==> src/rtl/sample_sequencer.sv <==
// sample_sequencer: per-sample responder behind the training Control block.
// Walks the sample memory for a train pass (forward + update per sample) or a
// validation pass (forward only, accumulating the returned error), then
// strobes S_Train / S_Error back to Control.
// Optional build macro: SAMPLE_SEQ_ERR_SAT_EN
//   defined   -> Error accumulator saturates at all-ones
//   undefined -> Error accumulator wraps modulo 2^BITS
module sample_sequencer #(
  parameter int unsigned BITS = 16
) (
  input  logic            clk,
  input  logic            rst,
  input  logic            TR,
  input  logic            VL,
  input  logic            END,
  input  logic [BITS-1:0] TRAIN,
  input  logic [BITS-1:0] VALID,
  output logic [BITS-1:0] addr,
  output logic            fwd_req,
  input  logic            fwd_ack,
  input  logic [BITS-1:0] fwd_err,
  output logic            upd_req,
  input  logic            upd_ack,
  output logic            S_Train,
  output logic            S_Error,
  output logic [BITS-1:0] Error,
  output logic            busy
);

  typedef enum logic [2:0] {
    IDLE   = 3'd0,
    T_FWD  = 3'd1,
    T_UPD  = 3'd2,
    T_DONE = 3'd3,
    V_FWD  = 3'd4,
    V_DONE = 3'd5
  } state_t;

  state_t          state;
  logic [BITS-1:0] idx;
  logic [BITS-1:0] err_next;
  logic            last_train;
  logic            last_valid;

  // Current sample is the final one of its pass
  assign last_train = (idx == BITS'(TRAIN - BITS'(1)));
  assign last_valid = (idx == BITS'(VALID - BITS'(1)));

`ifdef SAMPLE_SEQ_ERR_SAT_EN
  logic [BITS:0] err_sum;

  // Accumulate with a carry bit and clamp to all-ones on overflow
  assign err_sum  = {1'b0, Error} + {1'b0, fwd_err};
  assign err_next = err_sum[BITS] ? {BITS{1'b1}} : err_sum[BITS-1:0];
`else
  // Accumulate modulo 2^BITS
  assign err_next = Error + fwd_err;
`endif

  // Sequencer FSM with registered handshakes, strobes, address and accumulator
  always_ff @(posedge clk or posedge rst) begin
    if (rst) begin
      state   <= IDLE;
      idx     <= '0;
      addr    <= '0;
      Error   <= '0;
      fwd_req <= 1'b0;
      upd_req <= 1'b0;
      S_Train <= 1'b0;
      S_Error <= 1'b0;
      busy    <= 1'b0;
    end else if (END) begin
      // Abort: back to IDLE, drop requests, keep Error, no strobe
      state   <= IDLE;
      fwd_req <= 1'b0;
      upd_req <= 1'b0;
      S_Train <= 1'b0;
      S_Error <= 1'b0;
      busy    <= 1'b0;
    end else begin
      S_Train <= 1'b0;
      S_Error <= 1'b0;
      case (state)
        IDLE: begin
          if (TR) begin
            idx  <= '0;
            addr <= '0;
            busy <= 1'b1;
            if (TRAIN == '0) begin
              state   <= T_DONE;
              S_Train <= 1'b1;
            end else begin
              state <= T_FWD;
            end
          end else if (VL) begin
            idx   <= '0;
            addr  <= TRAIN;
            Error <= '0;
            busy  <= 1'b1;
            if (VALID == '0) begin
              state   <= V_DONE;
              S_Error <= 1'b1;
            end else begin
              state <= V_FWD;
            end
          end
        end

        T_FWD: begin
          // Request goes up one cycle after entry; error is not used in training
          if (!fwd_req) begin
            fwd_req <= 1'b1;
          end else if (fwd_ack) begin
            fwd_req <= 1'b0;
            state   <= T_UPD;
          end
        end

        T_UPD: begin
          if (!upd_req) begin
            upd_req <= 1'b1;
          end else if (upd_ack) begin
            upd_req <= 1'b0;
            if (last_train) begin
              state   <= T_DONE;
              S_Train <= 1'b1;
            end else begin
              idx   <= idx + BITS'(1);
              addr  <= addr + BITS'(1);
              state <= T_FWD;
            end
          end
        end

        V_FWD: begin
          if (!fwd_req) begin
            fwd_req <= 1'b1;
          end else if (fwd_ack) begin
            fwd_req <= 1'b0;
            Error   <= err_next;
            if (last_valid) begin
              state   <= V_DONE;
              S_Error <= 1'b1;
            end else begin
              idx  <= idx + BITS'(1);
              addr <= addr + BITS'(1);
            end
          end
        end

        T_DONE, V_DONE: begin
          state <= IDLE;
          busy  <= 1'b0;
        end

        default: begin
          state   <= IDLE;
          fwd_req <= 1'b0;
          upd_req <= 1'b0;
          busy    <= 1'b0;
        end
      endcase
    end
  end

endmodule

==> config.mk <==
export PLATFORM = sky130hd
export DESIGN_NAME = sample_sequencer
export DESIGN_NICKNAME = d
export VERILOG_FILES = /design/src/rtl/sample_sequencer.sv
export SDC_FILE = /design/constraint.sdc
export NUM_CORES = 1
export LEC_CHECK = 0
export CAP_MARGIN = 10
export CORE_UTILIZATION = 58
export CTS_CLUSTER_DIAMETER = 40
export DETAILED_ROUTE_END_ITERATION = 16
export GPL_TIMING_DRIVEN = 0
export PLACE_DENSITY = 0.88
export SLEW_MARGIN = 20
export SYNTH_ARGS = -nofsm -noshare
export SYNTH_HDL_FRONTEND = slang
export SYNTH_SLANG_ARGS = --single-unit
==> constraint.sdc <==
create_clock -name clk -period 5.58 [get_ports clk]
set_input_delay 1.116 -clock clk [delete_from_list [all_inputs] [get_ports clk]]
set_output_delay 1.116 -clock clk [all_outputs]
set_load 0.02 [all_outputs]
== Word-level counts from Yosys, hierarchy flattened ==
Cells that the tools add are included.

* Add/sub/neg operators: 5
* Eq/ne operators: 27
* Mux-type cells: 63
* Bitwise operators: 1
* Reductions and logical operators: 13

{| class="wikitable"
|+ Operator list
! kind !! number
|-
| 16-bit 2-to-1 mux || 19
|-
| 16-bit one-hot mux with 3 select lines || 2
|-
| 16-bit by 1-bit adder with 16-bit output (second input constant) || 2
|-
| 16-bit == test || 2
|-
| 16-bit zero test || 2
|-
| 16-bit one-hot mux with 2 select lines || 1
|-
| 16-bit by 1-bit subtractor with 16-bit output (second input constant) || 2
|-
| 3-bit 2-to-1 mux || 10
|-
| 3-bit inequality test (second input constant) || 8
|-
| 1-bit 2-to-1 mux || 23
|-
| 16-bit adder || 1
|-
| 2-bit inequality test (second input constant) || 8
|-
| 3-bit one-hot mux with 4 select lines || 1
|-
| 1-bit one-hot mux with 2 select lines || 5
|-
| 9-bit AND reduction || 1
|-
| 8-bit AND reduction || 1
|-
| 3-bit by 2-bit == test with 1-bit output (second input constant) || 2
|-
| 3-bit == test (second input constant) || 2
|-
| 2-bit by 1-bit inequality test with 1-bit output (second input constant) || 3
|-
| 6-bit AND reduction || 1
|-
| 5-bit OR reduction || 1
|-
| 2-bit 2-to-1 mux || 2
|-
| 4-bit inequality test (second input constant) || 1
|-
| 4-bit OR reduction || 1
|-
| 8 further kinds || 8
|}

* Flip-flop bits (word level): 56
* Bits of input ports: 55
* Output and inout port bits: 37
* Word-level logic and storage cells: 118

== Depth between registers and ports, before layout ==
Gate-level depths: netlist of run 1.

* Word-level depth: 7
* Gate-level depth with buffers: 13
* Mapped depth without buffers: 10

== Worst setup path after synthesis of run 1 ==
No wires, ideal clock.

* Path kind: input port to flip-flop
* Start: input port VALID[9]
* End: register idx[3]
* Setup time: 130 ps
* Data arrival time: 3615 ps
* Data required time: 5450 ps
* Setup slack: 1834 ps
* Stages: 10
* Buffers on the path: 2
* Cell sequence: or4_4 > or4_1 > a211o_1 > a2111oi_2 > nand4b_1 > o211ai_2 > or2_1 > buf_4 > buf_6 > o31ai_2

* Cells in the longest elaborated chain, start to end: 4

{| class="wikitable"
|+ RTL lines
! what !! RTL line !! source
|-
| start, declared || 17 || <nowiki>input logic [BITS-1:0] VALID,</nowiki>
|-
| 16-bit by 1-bit subtractor with 16-bit output || 47 || <nowiki>assign last_valid = (idx == BITS'(VALID - BITS'(1)));</nowiki>
|-
| 16-bit == test || 47 ||
|-
| 2-bit inequality test (no source line) || - ||
|-
| 9-bit AND reduction (no source line) || - ||
|-
| end signal, assigned || 128 || <nowiki>idx <= idx + BITS'(1);</nowiki>
|-
| end signal, assigned || 145 || <nowiki>idx <= idx + BITS'(1);</nowiki>
|-
| end, declared || 40 || <nowiki>logic [BITS-1:0] idx;</nowiki>
|}

Every way passes these cells.
A chain may end at the register's enable or synchronous reset.

== Final worst setup path of run 1 ==
Same ends and word-level chain as after synthesis.

==> results.sh, run 1 <==
export IMPL_status="complete, no violations"
export IMPL_yosys_top_cells_area="dfrtp_1 (29%), xnor2_1 (6.2%), ha_1 (5.2%), o21ai_0 (4.7%), nor2_1 (4.4%)"
export IMPL_synth_top_cell_area_share_pct=29.22
export IMPL_fin_nets=766
export IMPL_hp_class="reg -> reg"
export IMPL_drt_iter0_drc=362
export IMPL_path_clk_slew_ps=110
export IMPL_dieWidth_um=92.93
export IMPL_post_route_period_util_pct=77.66
export IMPL_cts_hold_buf=0
export IMPL_coreArea_mm2=0.007848
export IMPL_critical_path_top_delay_family="simple AND/OR/NAND/NOR gates"
export IMPL_ys_ff_latch=56
export IMPL_clockBufferDepth=2
export IMPL_wl_per_cell_um=18.18
export IMPL_vdd_drop_max_uv=262.7
export IMPL_worstSetupPathType="in -> reg"
export IMPL_die_h_um=92.93
export IMPL_ys_types=65
export IMPL_initial_core_util_pct=61.11
export IMPL_finalCriticalPeriod_ps=4333
export IMPL_place_area_mm2=0.005817
export IMPL_syn_area_mm2=0.004796
export IMPL_ys_seq_area_share_pct=29.22
export IMPL_power_leakage_nw=2.336
export IMPL_rsz0062_at_grt="false"
export IMPL_slew_viol_final=0
export IMPL_clock_skew_ps=10.96
export IMPL_areaGrowthSynthToFinish_pct=22.98
export IMPL_worstPathRequired_ps=5780
export IMPL_whs_path_depth=1
export IMPL_antenna_found_initial=0
export IMPL_finalHoldViolations=0
export IMPL_synth_flop_cell="dfrtp_1"
export IMPL_slowest_delay_ps=620
export IMPL_rows=32
export IMPL_tns_ps=0
export IMPL_p_total_mw=1.943
export IMPL_worstHoldStart="addr[9]"
export IMPL_critical_path_startpoint_type="input port"
export IMPL_ant_nets=0
export IMPL_setup_violations=0
export IMPL_grt_pass1_wl_um=23450
export IMPL_worstMarginPinSlew_ps=856.1
export IMPL_ys_warn_count=0
export IMPL_syn_num_nets=670
export IMPL_cts_buffers=5
export IMPL_grt_pass1_vias=5058
export IMPL_place_hpwl_um=10960
export IMPL_layout_drive_gt1_share_pct=4.928
export IMPL_track_usage_pct=34.18
export IMPL_critPathMaxFanout=10
export IMPL_post_cts_buffers=0
export IMPL_io_pins=92
export IMPL_slowest_stage="or4_4"
export IMPL_r2r_start="idx[15]"
export IMPL_max_freq_mhz=230.8
export IMPL_maxSlewHeadroom_pct=42.40
export IMPL_rr_worst_depth=10
export IMPL_r2r_setup_slack_ps=2570
export IMPL_grt_max_degree=57
export IMPL_drc=0
export IMPL_clkSinkCount=56
export IMPL_worstPathArrival_ps=4530
export IMPL_gp_congestion=0.9593
export IMPL_ctsResizeCount=0
export IMPL_reg2reg_to="idx[3]"
export IMPL_viasPerCell=6.548
export IMPL_fillers=618
export IMPL_clkLatencyLatePin_ps=320
export IMPL_min_to="addr[9]"
export IMPL_synth_area_per_cell_um2=8.074
export IMPL_async_flop_share_pct=100.0
export IMPL_power_density_mw_per_mm2=329.4
export IMPL_grt_overflow_total=0
export IMPL_yosys_top_cells_count="dfrtp_1 (56), nor2_1 (56), o21ai_0 (45)"
export IMPL_critPathBufInv=3
export IMPL_crit_chain="clkdlybuf4s50_1 -> or4_4 -> or4_1 -> a211o_1 -> a2111oi_2 -> nand4b_1 -> o211ai_2 -> or2_1 -> buf_4 -> buf_6 -> o31ai_2"
export IMPL_synth_edf_count=0
export IMPL_diodes=0
export IMPL_synth_cells=594
export IMPL_die_area_mm2=0.008636
export IMPL_synth_area_leader_cell="dfrtp_1"
export IMPL_max_cap_violations=0
export IMPL_crit_path_end_kind="flop"
export IMPL_drt_first_pass_iters=5
export IMPL_cts_htree_levels=2
export IMPL_final_area_mm2=0.005898
export IMPL_cts_tree="yes"
export IMPL_cts_root_buf="clkbuf_8"
export IMPL_port_buffers=89
export IMPL_num_vias=5186
export IMPL_crit_cells=11
export IMPL_routed_wl_um=14400
==> area by class of cell <==
cell class / instances / area [µm²] / area share, %
Buffer: 31 / 142.6 / 2.418
Timing Repair Buffer: 89 / 890.9 / 15.10
Clock inverter: 2 / 12.51 / 0.2121
Tap cell: 102 / 127.6 / 2.164
Clock buffer: 5 / 68.82 / 1.167
Sequential cell: 56 / 1401 / 23.76
Inverter: 16 / 62.56 / 1.061
Multi-Input combinational cell: 491 / 3192 / 54.12
==> placed cells by master (no fill, tap or decap), types with 5 or more instances in the layout <==
master / n
o31ai_1: 17
nand3_1: 23
xnor2_1: 34
nor4_1: 12
inv_1: 15
a21oi_1: 39
or4_1: 8
nor3_1: 23
a31oi_1: 12
clkbuf_8: 5
nand2_1: 33
nand4_1: 8
o21ai_0: 45
xor2_1: 12
o21ai_2: 6
nand2b_1: 12
a22o_1: 10
nor2_1: 56
clkbuf_1: 24
dfrtp_1: 56
clkdlybuf4s50_1: 89
and3_1: 21
or3_1: 8
ha_1: 20
o21a_1: 6
o22a_1: 5
nor2b_1: 8
==> cells by family after synthesis <==
kind of cell / synth area share (%)
AND/OR/NAND/NOR: 25.67
AO/OA/AOI/OAI: 26.85
flip-flops: 29.22
buffers and inverters: 4.226
XOR/XNOR: 8.401
adder cells (fa/ha/maj): 5.635
==> state kept, by name (all words and copies together), names as in the netlist <==
signal   count
Error       16
idx         16
S_Error      1
S_Train      1
upd_req      1
fwd_req      1
addr        16
busy         1
state        3
==> power by group <==
| part | total [mW] | internal, mW | switching, mW | leakage (nW) |
|---|---|---|---|---|
| combinational | 1.11 | 0.472 | 0.636 | 1.55 |
| clock | 0.231 | 0.0858 | 0.145 | 0.0400 |
| sequential | 0.605 | 0.500 | 0.104 | 0.751 |
| total | 1.94 | 1.06 | 0.885 | 2.34 |
==> through the flow <==
| stage | std cells | utilization [%] | setup slack (ps) | hold slack (ps) |
|---|---|---|---|---|
| 2_1_floorplan | 594 | - | 1834 | 505.1 |
| 3_3_place_gp | 785 | 74.09 | 1004 | 495.3 |
| 3_5_place_dp | 785 | 74.12 | 946.6 | 503.4 |
| 4_1_cts | 792 | 75.16 | 1280 | 527.2 |
| 5_1_grt | 792 | 75.16 | 1099 | 555.8 |
| 6_report | 792 | 75.16 | 1247 | 531.3 |
==> per-layer routing <==
layer  GRT usage (%)  part of all wire, %  vias up
li1                -                    -     2407
met1           40.82                   39     2458
met2           60.54                   50      281
met3           6.240                  8.2       40
met4           13.08                  2.7        0
met5               0                    0        -
==> worst max path at each step <==
stage / endpoint / slack, ps / start
after floorplan: idx[3] / 1830 / VALID[9]
after global placement: idx[3] / 1000 / VALID[9]
after detailed placement: idx[10] / 950 / VALID[9]
after CTS: idx[3] / 1280 / VALID[9]
after global routing: idx[0] / 1100 / VALID[9]
final: idx[3] / 1250 / VALID[9]
No activity file was read; power rests on OpenSTA's default activity.
==> run 2: changes to the inputs <==
--- a/config.mk
+++ b/config.mk
@@ -6,11 +6,11 @@
 export NUM_CORES = 1
 export LEC_CHECK = 0
 export CAP_MARGIN = 10
-export CORE_UTILIZATION = 58
+export CORE_UTILIZATION = 53
 export CTS_CLUSTER_DIAMETER = 40
 export DETAILED_ROUTE_END_ITERATION = 16
 export GPL_TIMING_DRIVEN = 0
-export PLACE_DENSITY = 0.88
+export PLACE_DENSITY = 0.81
 export SLEW_MARGIN = 20
 export SYNTH_ARGS = -nofsm -noshare
 export SYNTH_HDL_FRONTEND = slang
==> constraint.sdc (replaced) <==
create_clock -name clk -period 4.45 [get_ports clk]
set_input_delay 0.89 -clock clk [delete_from_list [all_inputs] [get_ports clk]]
set_output_delay 0.89 -clock clk [all_outputs]
set_load 0.02 [all_outputs]
==> run 2 against run 1 <==
Against the previous run: combinational power up 25%; die area grew 9.2%; first-iteration DRC count is 1.9% higher; largest power group unchanged.
==> results.sh, run 2 (synthesis gave the netlist of run 1 again) <==
export IMPL_power_leakage_nw=2.358
export IMPL_place_hpwl_um=10320
export IMPL_cts_tree="yes"
export IMPL_die_h_um=97.13
export IMPL_crit_chain="clkdlybuf4s50_1 -> or4_4 -> or4_1 -> a211o_1 -> a2111oi_2 -> nand4b_1 -> o211ai_2 -> or2_1 -> buf_4 -> buf_6 -> o31ai_2"
export IMPL_cts_root_buf="clkbuf_8"
export IMPL_drc=0
export IMPL_clkLatencyLatePin_ps=320
export IMPL_critPathMaxFanout=10
export IMPL_worstSetupPathType="in -> reg"
export IMPL_rsz0062_at_grt="false"
export IMPL_num_vias=5095
export IMPL_routed_wl_um=13790
export IMPL_port_buffers=89
export IMPL_post_route_period_util_pct=94.10
export IMPL_layout_common_cells="clkdlybuf4s50_1 (89), dfrtp_1 (56), nor2_1 (56)"
export IMPL_final_area_mm2=0.005946
export IMPL_critical_path_startpoint_type="input port"
export IMPL_worstPathArrival_ps=4380
export IMPL_ant_nets=0
export IMPL_ctsResizeCount=0
export IMPL_clockBufferDepth=2
export IMPL_grt_pass1_vias=4778
export IMPL_io_pins=92
export IMPL_hp_class="reg -> reg"
export IMPL_antenna_found_initial=0
export IMPL_rows=34
export IMPL_fin_nets=766
export IMPL_track_usage_pct=28.53
export IMPL_post_cts_buffers=0
export IMPL_p_total_mw=2.518
export IMPL_place_area_mm2=0.005824
export IMPL_initial_core_util_pct=54.99
export IMPL_slowest_delay_ps=610
export IMPL_grt_pass1_wl_um=22400
export IMPL_slowest_stage="or4_4"
export IMPL_clock_skew_ps=14.03
export IMPL_cts_buffers=5
export IMPL_worstPathRequired_ps=4650
export IMPL_cts_hold_buf=0
export IMPL_dieWidth_um=97.13
export IMPL_viasPerCell=6.377
export IMPL_clkSinkCount=56
export IMPL_cts_htree_levels=2
export IMPL_finalCriticalPeriod_ps=4188
export IMPL_critPathBufInv=3
export IMPL_reg_largest_list="Error: 16 flops, addr: 16 flops, idx: 16 flops"
export IMPL_gp_congestion=0.9257
export IMPL_slew_viol_final=0
export IMPL_worstMarginPinSlew_ps=951.5
export IMPL_power_density_mw_per_mm2=423.5
export IMPL_path_clk_slew_ps=110
export IMPL_layout_drive_gt1_share_pct=5.065
export IMPL_grt_overflow_total=0
export IMPL_finalHoldViolations=0
export IMPL_drt_first_pass_iters=6
export IMPL_coreArea_mm2=0.008721
export IMPL_critical_path_top_delay_family="simple AND/OR/NAND/NOR gates"
export IMPL_diodes=0
export IMPL_max_freq_mhz=238.8
export IMPL_drt_iter0_drc=369
export IMPL_areaGrowthSynthToFinish_pct=23.98
export IMPL_crit_path_end_kind="flop"
export IMPL_maxSlewHeadroom_pct=35.98
export IMPL_layout_commonest_cell="clkdlybuf4s50_1"
export IMPL_holdWs_ps=531.3
export IMPL_grt_max_degree=57
export IMPL_status="complete, no violations"
export IMPL_die_area_mm2=0.009433
export IMPL_wl_per_cell_um=17.26
export IMPL_setup_violations=0
export IMPL_max_cap_violations=0
export IMPL_vdd_drop_max_uv=392.6
## run 2: cell count changes in the layout (fill, tap and decap cells not counted), sizes merged
cell      change
bufinv        +1
clkinvlp      -1
clkbuf        +1
## run 2: final timing paths
path                       startpoint        end  slack (ps)  cells past startpoint
setup / recovery             VALID[9]    idx[10]         260                     11
hold / removal               addr[13]   addr[13]         530                      1
setup reg to reg              idx[15]    idx[10]        1390                     10
hold reg to reg              addr[13]   addr[13]         530                      1
max in group asynchronous         rst     idx[8]        2910                      2
min in group asynchronous         rst  Error[11]        1030                      2
## run 2: stage by stage
step           std cells  setup TNS [ps]  setup WS, ps  util, %
2_1_floorplan        594               0         930.3        -
3_3_place_gp         791          -25.00        -8.058    66.76
3_5_place_dp         791          -430.8        -52.30    66.79
4_1_cts              799               0         278.1    68.18
5_1_grt              799               0         86.60    68.18
6_report             799               0         262.4    68.18
## run 2: where the power goes
group | internal [mW] | switching (mW)
combinational | 0.590 | 0.802
sequential | 0.627 | 0.130
clock | 0.185 | 0.184
## run 2: cell type report
cell class                 instances  area [µm²]
buffer                            31       142.6
clock buffer                       6       82.58
clock inverter                     2       38.79
fill                             739        2775
inverter                          16       62.56
multi-input combinational        491        3192
sequential                        56        1401
tap                              108       135.1
timing repair buffer              89       890.9
## run 2: per-layer routing
| layer | vias up | wire (µm) | GRT usage, % |
|---|---|---|---|
| met5 | - | 0 | 0 |
| met4 | 0 | 252 | 9.414 |
| met3 | 29 | 836 | 4.388 |
| met2 | 226 | 6792 | 48.97 |
| met1 | 2423 | 5906 | 36.68 |
| li1 | 2417 | - | - |
